$ cat src/rtl/color_detect_pkg.sv
// Shared colour codes, sensor filter encodings and FSM states for the colour front end.
// Latency: n/a (type and constant definitions only).
// Backpressure: n/a.
package color_detect_pkg;

    typedef enum logic [1:0] {
        COL_NONE  = 2'd0,
        COL_RED   = 2'd1,
        COL_GREEN = 2'd2,
        COL_BLUE  = 2'd3
    } color_e;

    // TCS3200 {S2,S3} filter select codes
    localparam logic [1:0] FILT_R = 2'b00;
    localparam logic [1:0] FILT_G = 2'b11;
    localparam logic [1:0] FILT_B = 2'b01;
    localparam logic [1:0] FILT_C = 2'b10;

    typedef enum logic [1:0] {
        ST_IDLE,
        ST_SETTLE,
        ST_GATE,
        ST_DECIDE
    } state_e;

    // Frame order is R, G, B, C; index 0..3 maps onto the sensor's filter codes
    function automatic logic [1:0] filt_sel(input logic [1:0] idx);
        case (idx)
            2'd0:    return FILT_R;
            2'd1:    return FILT_G;
            2'd2:    return FILT_B;
            default: return FILT_C;
        endcase
    endfunction

endpackage

$ cat src/rtl/color_detect_if.sv
// Bundle of the sensor pins, enable and colour result around color_detect.
// Latency: n/a (wiring only).
// Backpressure: none; all signals are free-running levels or single-cycle pulses.
interface color_detect_if;
    logic       detect_en;
    logic       sensor_out;
    logic       s0;
    logic       s1;
    logic       s2;
    logic       s3;
    logic [1:0] color;
    logic       color_valid;
    logic       busy;

    // System side: enables detection and presents the raw sensor wave
    modport master (
        output detect_en, sensor_out,
        input  s0, s1, s2, s3, color, color_valid, busy
    );

    // Detector side
    modport slave (
        input  detect_en, sensor_out,
        output s0, s1, s2, s3, color, color_valid, busy
    );
endinterface

$ cat src/rtl/color_detect_edge_counter.sv
// Synchronises the asynchronous sensor wave, detects rising edges and counts them saturating.
// Latency: 3 cycles from a sensor rising edge to the count increment (2-flop sync + edge flop).
// Backpressure: none; clr has priority over en, count holds at all-ones instead of wrapping.
module color_detect_edge_counter #(
    parameter int CNT_W = 12
) (
    input  logic             clk,
    input  logic             rst,
    input  logic             sig_in,
    input  logic             clr,
    input  logic             en,
    output logic [CNT_W-1:0] cnt
);
    localparam logic [CNT_W-1:0] CNT_MAX = '1;

    logic             sync1_q, sync1_d;
    logic             sync2_q, sync2_d;
    logic             prev_q, prev_d;
    logic             rise;
    logic [CNT_W-1:0] cnt_q, cnt_d;

    // Synchroniser pipeline, edge detect and saturating count update
    always_comb begin
        sync1_d = sig_in;
        sync2_d = sync1_q;
        prev_d  = sync2_q;
        rise    = sync2_q & ~prev_q;
        cnt_d   = cnt_q;
        if (clr) begin
            cnt_d = '0;
        end else if (en && rise && (cnt_q != CNT_MAX)) begin
            cnt_d = cnt_q + 1'b1;
        end
    end

    // State registers
    always_ff @(posedge clk) begin
        if (rst) begin
            sync1_q <= 1'b0;
            sync2_q <= 1'b0;
            prev_q  <= 1'b0;
            cnt_q   <= '0;
        end else begin
            sync1_q <= sync1_d;
            sync2_q <= sync2_d;
            prev_q  <= prev_d;
            cnt_q   <= cnt_d;
        end
    end

    assign cnt = cnt_q;
endmodule

$ cat src/rtl/color_detect.sv
// TCS3200 front end: steps R/G/B/C filters, counts edges per gate and classifies the patch colour.
// Latency: one frame is 4*(SETTLE_CYCLES+GATE_CYCLES)+1 cycles; colour changes after CONFIRM agreeing frames.
// Backpressure: none; detect_en low aborts the frame and forces colour 0 on the next cycle.
module color_detect
    import color_detect_pkg::*;
#(
    parameter int GATE_CYCLES   = 2000,
    parameter int SETTLE_CYCLES = 100,
    parameter int CNT_W         = 12,
    parameter int MIN_CLEAR     = 16,
    parameter int MARGIN        = 4,
    parameter int CONFIRM       = 2
) (
    input  logic           clk_1MHz,
    input  logic           rst,
    color_detect_if.slave  bus
);
    localparam int TMR_W   = $clog2(GATE_CYCLES > SETTLE_CYCLES ? GATE_CYCLES : SETTLE_CYCLES);
    localparam int MATCH_W = $clog2(CONFIRM + 1);
    localparam int CW1     = CNT_W + 1;

    localparam logic [TMR_W-1:0]   GATE_LAST   = TMR_W'(GATE_CYCLES - 1);
    localparam logic [TMR_W-1:0]   SETTLE_LAST = TMR_W'(SETTLE_CYCLES - 1);
    localparam logic [MATCH_W-1:0] MATCH_FULL  = MATCH_W'(CONFIRM);
    localparam logic [MATCH_W-1:0] MATCH_ONE   = MATCH_W'(1);
    // One extra bit so count + MARGIN can never overflow in the comparison
    localparam logic [CW1-1:0]     MARGIN_X    = CW1'(MARGIN);
    localparam logic [CW1-1:0]     MIN_CLEAR_X = CW1'(MIN_CLEAR);

    state_e               state_q, state_d;
    logic [TMR_W-1:0]     timer_q, timer_d;
    logic [1:0]           filt_q, filt_d;
    logic [CNT_W-1:0]     cnt_q [4];
    logic [CNT_W-1:0]     cnt_d [4];
    color_e               cand_q, cand_d, cand_n;
    color_e               color_q, color_d;
    color_e               dec;
    logic [MATCH_W-1:0]   match_q, match_d, match_n;
    logic                 valid_q, valid_d;
    logic [CNT_W-1:0]     edge_cnt;
    logic [CW1-1:0]       r_x, g_x, b_x, c_x;

    color_detect_edge_counter #(.CNT_W(CNT_W)) u_edge_cnt (
        .clk    (clk_1MHz),
        .rst    (rst),
        .sig_in (bus.sensor_out),
        .clr    (state_q == ST_SETTLE),
        .en     (state_q == ST_GATE),
        .cnt    (edge_cnt)
    );

    // Frame classification from the four stored counts, plus the confirm-counter update it implies
    always_comb begin
        r_x = CW1'(cnt_q[0]);
        g_x = CW1'(cnt_q[1]);
        b_x = CW1'(cnt_q[2]);
        c_x = CW1'(cnt_q[3]);
        dec = COL_NONE;
        if (c_x >= MIN_CLEAR_X) begin
            if ((r_x >= g_x + MARGIN_X) && (r_x >= b_x + MARGIN_X)) begin
                dec = COL_RED;
            end else if ((g_x >= r_x + MARGIN_X) && (g_x >= b_x + MARGIN_X)) begin
                dec = COL_GREEN;
            end else if ((b_x >= r_x + MARGIN_X) && (b_x >= g_x + MARGIN_X)) begin
                dec = COL_BLUE;
            end
        end
        if (dec == cand_q) begin
            cand_n  = cand_q;
            match_n = (match_q >= MATCH_FULL) ? MATCH_FULL : match_q + MATCH_ONE;
        end else begin
            cand_n  = dec;
            match_n = MATCH_ONE;
        end
    end

    // Frame sequencer: settle/gate per filter, then a single decide cycle
    always_comb begin
        state_d = state_q;
        timer_d = timer_q + 1'b1;
        filt_d  = filt_q;
        cnt_d   = cnt_q;
        cand_d  = cand_q;
        match_d = match_q;
        color_d = color_q;
        valid_d = 1'b0;
        if (!bus.detect_en) begin
            state_d = ST_IDLE;
            timer_d = '0;
            filt_d  = '0;
            cand_d  = COL_NONE;
            match_d = '0;
            color_d = COL_NONE;
        end else begin
            case (state_q)
                ST_IDLE: begin
                    state_d = ST_SETTLE;
                    timer_d = '0;
                    filt_d  = '0;
                end
                ST_SETTLE: begin
                    if (timer_q == SETTLE_LAST) begin
                        state_d = ST_GATE;
                        timer_d = '0;
                    end
                end
                ST_GATE: begin
                    if (timer_q == GATE_LAST) begin
                        cnt_d[filt_q] = edge_cnt;
                        timer_d       = '0;
                        if (filt_q == 2'd3) begin
                            state_d = ST_DECIDE;
                        end else begin
                            state_d = ST_SETTLE;
                            filt_d  = filt_q + 2'd1;
                        end
                    end
                end
                ST_DECIDE: begin
                    state_d = ST_SETTLE;
                    timer_d = '0;
                    filt_d  = '0;
                    valid_d = 1'b1;
                    cand_d  = cand_n;
                    match_d = match_n;
                    if (match_n == MATCH_FULL) begin
                        color_d = cand_n;
                    end
                end
                default: state_d = ST_IDLE;
            endcase
        end
    end

    // State registers
    always_ff @(posedge clk_1MHz) begin
        if (rst) begin
            state_q <= ST_IDLE;
            timer_q <= '0;
            filt_q  <= '0;
            cnt_q   <= '{default: '0};
            cand_q  <= COL_NONE;
            match_q <= '0;
            color_q <= COL_NONE;
            valid_q <= 1'b0;
        end else begin
            state_q <= state_d;
            timer_q <= timer_d;
            filt_q  <= filt_d;
            cnt_q   <= cnt_d;
            cand_q  <= cand_d;
            match_q <= match_d;
            color_q <= color_d;
            valid_q <= valid_d;
        end
    end

    assign bus.s0               = 1'b0;
    assign bus.s1               = 1'b1;
    assign {bus.s2, bus.s3}     = filt_sel(filt_q);
    assign bus.color            = color_q;
    assign bus.color_valid      = valid_q;
    assign bus.busy             = (state_q != ST_IDLE);
endmodule
$ cat src/flat_wrapper.sv
// flat-port wrapper written by rule: the top's interface ports become plain ports
module color_detect_flat import color_detect_pkg::*;
#(
    parameter int GATE_CYCLES   = 2000,
    parameter int SETTLE_CYCLES = 100,
    parameter int CNT_W         = 12,
    parameter int MIN_CLEAR     = 16,
    parameter int MARGIN        = 4,
    parameter int CONFIRM       = 2
)
  (clk_1MHz, rst, bus_detect_en, bus_sensor_out, bus_s0, bus_s1, bus_s2, bus_s3, bus_color, bus_color_valid, bus_busy);
  color_detect_if bus_i ();
  input  logic clk_1MHz;
  input  logic rst;
  input wire logic [$bits(bus_i.detect_en)-1:0] bus_detect_en;
  input wire logic [$bits(bus_i.sensor_out)-1:0] bus_sensor_out;
  output wire logic [$bits(bus_i.s0)-1:0] bus_s0;
  output wire logic [$bits(bus_i.s1)-1:0] bus_s1;
  output wire logic [$bits(bus_i.s2)-1:0] bus_s2;
  output wire logic [$bits(bus_i.s3)-1:0] bus_s3;
  output wire logic [$bits(bus_i.color)-1:0] bus_color;
  output wire logic [$bits(bus_i.color_valid)-1:0] bus_color_valid;
  output wire logic [$bits(bus_i.busy)-1:0] bus_busy;
  assign bus_i.detect_en = bus_detect_en;
  assign bus_i.sensor_out = bus_sensor_out;
  assign bus_s0 = bus_i.s0;
  assign bus_s1 = bus_i.s1;
  assign bus_s2 = bus_i.s2;
  assign bus_s3 = bus_i.s3;
  assign bus_color = bus_i.color;
  assign bus_color_valid = bus_i.color_valid;
  assign bus_busy = bus_i.busy;
  color_detect #(.GATE_CYCLES(GATE_CYCLES), .SETTLE_CYCLES(SETTLE_CYCLES), .CNT_W(CNT_W), .MIN_CLEAR(MIN_CLEAR), .MARGIN(MARGIN), .CONFIRM(CONFIRM)) u_core (.clk_1MHz(clk_1MHz), .rst(rst), .bus(bus_i));
endmodule
$ cat config.mk
export PLATFORM = sky130hd
export DESIGN_NAME = color_detect_flat
export DESIGN_NICKNAME = d
export VERILOG_FILES = /design/src/rtl/color_detect_pkg.sv /design/src/rtl/color_detect_if.sv /design/src/rtl/color_detect_edge_counter.sv /design/src/rtl/color_detect.sv /design/src/flat_wrapper.sv
export SDC_FILE = /design/constraint.sdc
export NUM_CORES = 1
export LEC_CHECK = 0
export BUFFER_PORTS_ARGS = -buffer_cell sky130_fd_sc_hd__buf_2
export CAP_MARGIN = 30
export CORE_ASPECT_RATIO = 1.1
export CORE_MARGIN = 1.5
export CORE_UTILIZATION = 60
export CTS_BUF_LIST = sky130_fd_sc_hd__clkbuf_16
export DETAILED_ROUTE_END_ITERATION = 12
export PLACE_DENSITY = 0.83
export SKIP_LAST_GASP = 1
export SYNTH_ARGS = -nofsm -noshare
export SYNTH_HDL_FRONTEND = slang
export SYNTH_SLANG_ARGS = --single-unit
$ cat constraint.sdc
create_clock -name clk_1MHz -period 8.46 [get_ports clk_1MHz]
set_input_delay 1.269 -clock clk_1MHz [delete_from_list [all_inputs] [get_ports clk_1MHz]]
set_output_delay 1.269 -clock clk_1MHz [all_outputs]
set_load 0.05 [all_outputs]
==> key figures, run 1 <==
Cells and area
  • Non-filler cells, final: 887
  • Final Instance Area: around 0.0064 mm2
  • Footprint of the multi-input gates: roughly 0.0042 mm2
  • Area grow syn2layout: 2.97%
  • # diodes: 0
  • Number of fill cells: around 840
  • Layout cell share with drive strength beyond 1: 0.0665
  • # nets final: roughly 810
  • Reg area: ~0.0016 mm2

Global routing
  • GR Util met1: 0.346
  • Met2 GRT Util: 0.517
  • Antenna violations before repair: 0
  • Largest net degree at the start of global routing: between 50 and 60
  • All-layer global routing usage: 0.293
  • Gr busiest metal: met2
  • GR Overflow Total: 0
  • Vias in the first global route: approximately 5600
  • First-pass GRT wire length: roughly 26000 um
  • Met3 Usage GRT: 0.0490

Yosys
  • Synth top area share: 0.261
  • Synth Instances: ~800
  • Distinct cell type count after synthesis: 86
  • Post-synthesis async set-or-reset flop share: 0
  • Top_reg_cell synth: dfxtp_1
  • Post-synth EDFFs: 0
  • Synth Register Bits: between 80 and 90
  • Synth area leader: dfxtp_1
  • Area contributors post-synth: dfxtp_1, ha_1, nand2_1
  • Synthesized net count: 854
  • Sequential share of the synthesized area: 0.261
  • Syn Area/Cell: between 7 and 8 um2
  • Mapped cell area: between 0.006 and 0.007 mm2
  • Warnings, synthesis: 0

Timing
  • RSZ-0062 raised after global routing: false
  • Hold Violations, Final: 0
  • Slew Viols, Final: 0
  • Setup TNS: 0 ps
  • Achievable frequency: about 240 MHz
  • Fin crit share: 0.483
  • Final setup viols: 0
  • Slew margin rel.: 0.331
  • Worst-margin pin slew: around 1000 ps
  • Period minus WS final: approximately 4000 ps
  • Worst-case clock skew: 5.60 ps
  • Final worst slack: ~4400 ps

Drt
  • DRT Pass-1 Iters: 7
  • Drt via density: about 6.4
  • Final wirelength: 15500 um
  • Total number of vias: 5720
  • Drt initial violations: around 420
  • Per-cell routed wire length: about 17 um
  • ANT nets after route: 0
  • Residual DRC: 0

Placed design
  • PortBufs: 9
  • DP Cell Count: slightly below 900
  • DP HPWL: roughly 11000 um
  • Post-placement cell area: just over 0.006 mm2
  • Gpl congestion: slightly above 0.9
  • DP Worst Slack: 4460 ps

Min path
  • Worst Hold Class: register to register
  • Hold Crit Start: u_core.u_edge_cnt.sync1_q

Setup path
  • R2R setup slack: 4370 ps
  • Reg2reg end: u_core.bus.color[1]
  • Max FO, Critical Path: 7
  • Startpoint Class: register
  • Data required time of the worst path: around 8700 ps
  • Crit-path slowest cell: or4_1
  • Critical path launch point: u_core.b_x[3]
  • Critical path data arrival time: between 4000 and 5000 ps
  • Worst Setup EP: u_core.bus.color[1]
  • Path depth of the worst reg2reg path: 13
  • Worst Setup End Kind: register
  • Largest stage delay on the critical path: 520 ps
  • CP cell instances: ha_1 -> xnor2_1 -> ha_1 -> nor4_1 -> o21ai_0 -> a31o_2 -> maj3_1 -> a2111o_1 -> a32o_1 -> and2_1 -> a2111o_1 -> or4_1 -> a31oi_1
  • Critical path class: register to register
  • FF-to-FF Start: u_core.b_x[3]

Clock network
  • Number of post-CTS setup repair buffers: 0
  • CTS Buf Count: 9
  • Htree depth: 3
  • Longest Clk Path Bufs: 2
  • CTS clk-pin slew, worst paths: approximately 60 ps
  • Worst-skew pair later-pin latency: 350 ps
  • Post-cts resize count: 0
  • CTS sink cnt: 81
  • CTS tree: built
  • CTS hold repair buffers: 0
  • Clock root buffer: clkbuf_16

Power and ir drop
  • P per Cell Area: between 100 and 150 mW/mm2
  • Gate power share: 0.027
  • Psw: roughly 0.00018 W
  • Internal: roughly 0.00059 W
  • Sw frac: 0.233
  • Part of the power in registers: 0.500
  • Maximum vdd ir drop: approximately 0.17 mV
  • Clock Power Share: 0.473
  • LEAKAGE: roughly 2.3 nW
  • Total Power: around 0.00077 W

Floorplanning
  • Core Area: roughly 0.010 mm2
  • DIE AREA: between 0.01 and 0.015 mm2
  • Die X: around 100 um
  • Row count: 38
  • Initial Utilization: 0.621
  • I/O pins: 12
  • Chip height: about 110 um

Status
  • Status: completed

Job
  • Max Cap Viol: 0
-- through the flow --
step                      hold slack (ps)   util
after floorplan                       413      -
after global placement                422  0.611
after detailed placement              435  0.611
after CTS                             449  0.640
after global routing                  460  0.640
final                                 445  0.640
-- kinds of logic after synthesis --
family                   count (synthesis)  synth area share
flip-flops                              81             0.261
buffers and inverters                   85            0.0617
adder cells (fa/ha/maj)                 57             0.111
multiplexers                            12            0.0198
XOR/XNOR                                52            0.0777
AO/OA/AOI/OAI                          188             0.203
other                                    2           0.00121
AND/OR/NAND/NOR                        326             0.264
-- cell usage in the layout, fill, tap and decap left out, types with 5 or more instances in the layout --
master,n
xnor2_1,26
ha_1,47
nand2_1,124
a21oi_1,65
and2_1,10
nor2b_1,8
nand4_1,14
nand2b_1,13
nand3_1,24
a32oi_1,5
o21ai_0,29
or2_2,6
nor3_1,11
o21a_1,7
a211oi_1,8
nor2_1,57
o31ai_1,9
o211ai_1,9
dfxtp_1,81
inv_1,24
and4_1,7
a22oi_1,5
mux2i_1,10
and3_1,15
maj3_1,9
o22ai_1,5
buf_2,9
xor2_1,24
clkbuf_16,9
-- how the worst min path moves through the flow --
stage / end / slack, ps / cells after the start
final: u_core.u_edge_cnt.prev_d / 450 / 1
after global routing: u_core.u_edge_cnt.prev_d / 460 / 1
after CTS: u_core.u_edge_cnt.prev_d / 450 / 1
after detailed placement: u_core.u_edge_cnt.prev_d / 440 / 1
after global placement: u_core.u_edge_cnt.prev_d / 420 / 1
after floorplan: u_core.timer_q[0] / 410 / 1
-- cell type report --
| class | count | share of cell area |
|---|---|---|
| tap | 120 | 0.0235 |
| multi-input combinational | 637 | 0.657 |
| timing repair buffer | 9 | 0.00705 |
| clock buffer | 9 | 0.0353 |
| sequential | 81 | 0.254 |
| clock inverter | 7 | 0.00882 |
| inverter | 24 | 0.0141 |
-- cells in the mapped netlist, drive strengths merged, types with 5 or more instances --
master  instances
nand2         125
dfxtp          81
a21oi          65
nor2           57
ha             47
clkbuf         37
o21ai          29
xnor2          27
nand3          25
buf            24
inv            24
xor2           24
nand4          17
and3           16
nand2b         13
and2           12
nor3           12
maj3           10
mux2i          10
o211ai          9
o31ai           9
a211oi          8
and4            8
nor2b           8
o21a            7
or2             7
o22ai           6
a22oi           5
a32oi           5
-- worst max-delay path: cells and delay by family (launching register included) --
family / cells / cell delay, ps
compound gates: 6 / 1540
flops: 1 / 460
simple gates: 3 / 960
fa+ha+maj: 3 / 920
xor+xnor: 1 / 130
-- power by group through the flow --
| stage | logic [W] | registers, W | clock network [W] |
|---|---|---|---|
| 6_report | 0.0000204 | 0.000384 | 0.000363 |
| 5_1_grt | 0.0000224 | 0.000384 | 0.000382 |
| 4_1_cts | 0.0000204 | 0.000384 | 0.000365 |
| 3_5_place_dp | 0.0000203 | 0.000392 | 0 |
| 3_3_place_gp | 0.0000195 | 0.000392 | 0 |
| 2_1_floorplan | 0.0000173 | 0.000392 | 0 |
-- metal layers --
layer / vias to the layer above / share of wire
met1: 2675 / 0.42
li1: 2781 / -
met4: 0 / 0.030
met2: 219 / 0.49
met3: 45 / 0.066
met5: - / 0
-- flip-flops by register name (all words and copies together) (netlist names) --
register and flops:
u_core.u_edge_cnt.prev_d 1, u_core.bus.color 2, u_core.cand_q 2, u_core.state_q 2, u_core.u_edge_cnt.prev_q 1, u_core.c_x 8, u_core.timer_q 11, u_core.u_edge_cnt.cnt 12
u_core.filt_q 2, u_core.b_x 12, u_core.match_q 2, u_core.u_edge_cnt.sync1_q 1, u_core.bus.color_valid 1, u_core.cnt_q 24
No activity file was read; power rests on OpenSTA's default activity.
==> run 2, diff against run 1 <==
- clock period: 8.46 -> 3.86 ns (I/O delays scaled with it)
==> run 2 against run 1 <==
Against the previous run: final cell count increased by 3.5%; flip-flop and latch count stayed put; sequential power up 120%; clock-buffer cell count unchanged; clock skew up 2.1 ps; clock power rose to 2.6 times the previous value; combinational power increased by 120%; first-iteration DRC count up 27%; final area increased by 4.9%.
==> key figures, run 2 (synthesized netlist as in run 1, its figures left out) <==
Status
  • Status: completed

Floorplanning
  • I/O pins: 12
  • Chip height: approximately 110 um
  • Row count: 38
  • Initial Utilization: 0.621
  • Core Area: between 0.009 and 0.01 mm2
  • DIE AREA: 0.0110 mm2
  • Die X: roughly 100 um

Timing
  • Achievable frequency: about 260 MHz
  • Worst-case clock skew: 7.72 ps
  • Period minus WS final: 3780 ps
  • WHS: 448 ps
  • Slew Viols, Final: 0
  • Worst-margin pin slew: between 500 and 600 ps
  • RSZ-0062 raised after global routing: true
  • Slew margin rel.: 0.626
  • Hold Violations, Final: 0
  • Setup TNS: 0 ps
  • Fin crit share: 0.979
  • Final setup viols: 0

Global routing
  • GR Overflow Total: 0
  • Largest net degree at the start of global routing: between 50 and 60
  • Antenna violations before repair: 0
  • First-pass GRT wire length: 27400 um
  • Vias in the first global route: 5755
  • All-layer global routing usage: 0.312

Power and ir drop
  • P per Cell Area: 274 mW/mm2
  • Maximum vdd ir drop: ~0.36 mV
  • LEAKAGE: about 2.5 nW
  • Total Power: 0.00184 W

Cells and area
  • Reg with most FFs: u_core.cnt_q
  • Commonest non-fill, non-tap cell in the layout: nand2_1
  • Post-layout util: 0.671
  • Footprint of the multi-input gates: approximately 0.0042 mm2
  • Number of fill cells: ~810
  • # diodes: 0
  • Reg area: roughly 0.0016 mm2
  • Layout cell share with drive strength beyond 1: 0.109
  • # nets final: about 840
  • Final Instance Area: approximately 0.0067 mm2
  • Max FFs per register: 24
  • Commonest cells after routing, fill and taps aside: nand2_1, dfxtp_1, a21oi_1
  • Area grow syn2layout: 8.05%

Setup path
  • Critical path class: register to register
  • Largest stage delay on the critical path: 530 ps
  • Critical path data arrival time: between 4000 and 5000 ps
  • Critical path launch point: u_core.b_x[3]
  • Worst Setup End Kind: register
  • Data required time of the worst path: around 4000 ps
  • Most used cell along the critical path: a2111o_1
  • Path depth of the worst reg2reg path: 13
  • Crit. path cell count: 13
  • Crit-path slowest cell: or4_1
  • Crit path buffers/inverters: 1
  • Startpoint Class: register
  • CP cell instances: ha_2 -> inv_1 -> ha_1 -> nor4_1 -> o21ai_1 -> a31o_2 -> maj3_1 -> a2111o_1 -> a32o_2 -> and2_4 -> a2111o_1 -> or4_1 -> a31oi_1
  • R2R setup slack: 80 ps
  • Max FO, Critical Path: 5
  • FF-to-FF Start: u_core.b_x[3]
  • CP delay by family, top: compound AO/OA/AOI/OAI gates

Drt
  • ANT nets after route: 0
  • Per-cell routed wire length: about 18 um
  • Final wirelength: approximately 17000 um
  • Total number of vias: about 6000
  • DRT Pass-1 Iters: 7
  • Drt via density: between 6 and 7
  • Drt initial violations: ~540
  • Residual DRC: 0

Clock network
  • CTS hold repair buffers: 0
  • Worst-skew pair later-pin latency: approximately 340 ps
  • CTS clk-pin slew, worst paths: about 60 ps
  • Clock root buffer: clkbuf_16
  • CTS tree: built
  • Htree depth: 3
  • Number of post-CTS setup repair buffers: 0
  • CTS sink cnt: 81
  • Longest Clk Path Bufs: 2
  • CTS Buf Count: 9

Min path
  • Worst Hold Class: register to register
  • Hold Crit Start: u_core.timer_q[0]
  • WHS Path Cells: 1

Placed design
  • DP HPWL: about 12000 um
  • Gpl congestion: just over 1
  • PortBufs: 9
  • Post-placement cell area: about 0.0063 mm2

Job
  • Max Cap Viol: 0
run 2: cell count changes in the layout (fill, tap and decap cells not counted), moves of 2 or more:
cell / before / now
buf_4: 0 / 31
clkinv_4: 4 / 0
bufinv_16: 0 / 3
clkinv_2: 1 / 3
run 2: path summary, 6_finish.rpt:
| path | endpoint |
|---|---|
| worst max register to register | u_core.bus.color[1] |
| worst max-delay path | u_core.bus.color[1] |
| worst min-delay path | u_core.timer_q[0] |
| worst min register to register | u_core.timer_q[0] |
run 2: per-stage QoR:
step,worst slack (ps),std cells
after floorplan,249,803
after global placement,157,902
after detailed placement,4.34,902
after CTS,39.3,918
after global routing,-6.46,918
final,80.0,918
run 2: area by class of cell:
type / instances / share of cell area
Clock buffer: 9 / 0.0336
Multi-Input combinational cell: 637 / 0.631
Sequential cell: 81 / 0.242
Tap cell: 120 / 0.0224
Clock inverter: 7 / 0.0162
Timing Repair Buffer: 40 / 0.0414
Inverter: 24 / 0.0134
run 2: metal layers:
metal	share of wire	vias up	wire length, um	global-route usage
met2	0.48	263	7900	0.530
li1	-	2845	-	-
met5	0	-	0	0
met4	0.040	0	660	0.140
met1	0.41	2870	6890	0.394
met3	0.070	62	1160	0.0432
run 2: where the power goes:
group	internal [W]	leakage (nW)	switching, W	total (W)
combinational	0.0000113	1.64	0.0000344	0.0000457
clock	0.000626	0.167	0.000324	0.000950
sequential	0.000839	0.654	0.00000219	0.000841
run 2: what timing repair did:
action / in CTS / in global routing
gates resized for setup: 1 / 8
endpoints found under the setup margin: 1 / 4
pin swaps: 0 / 0
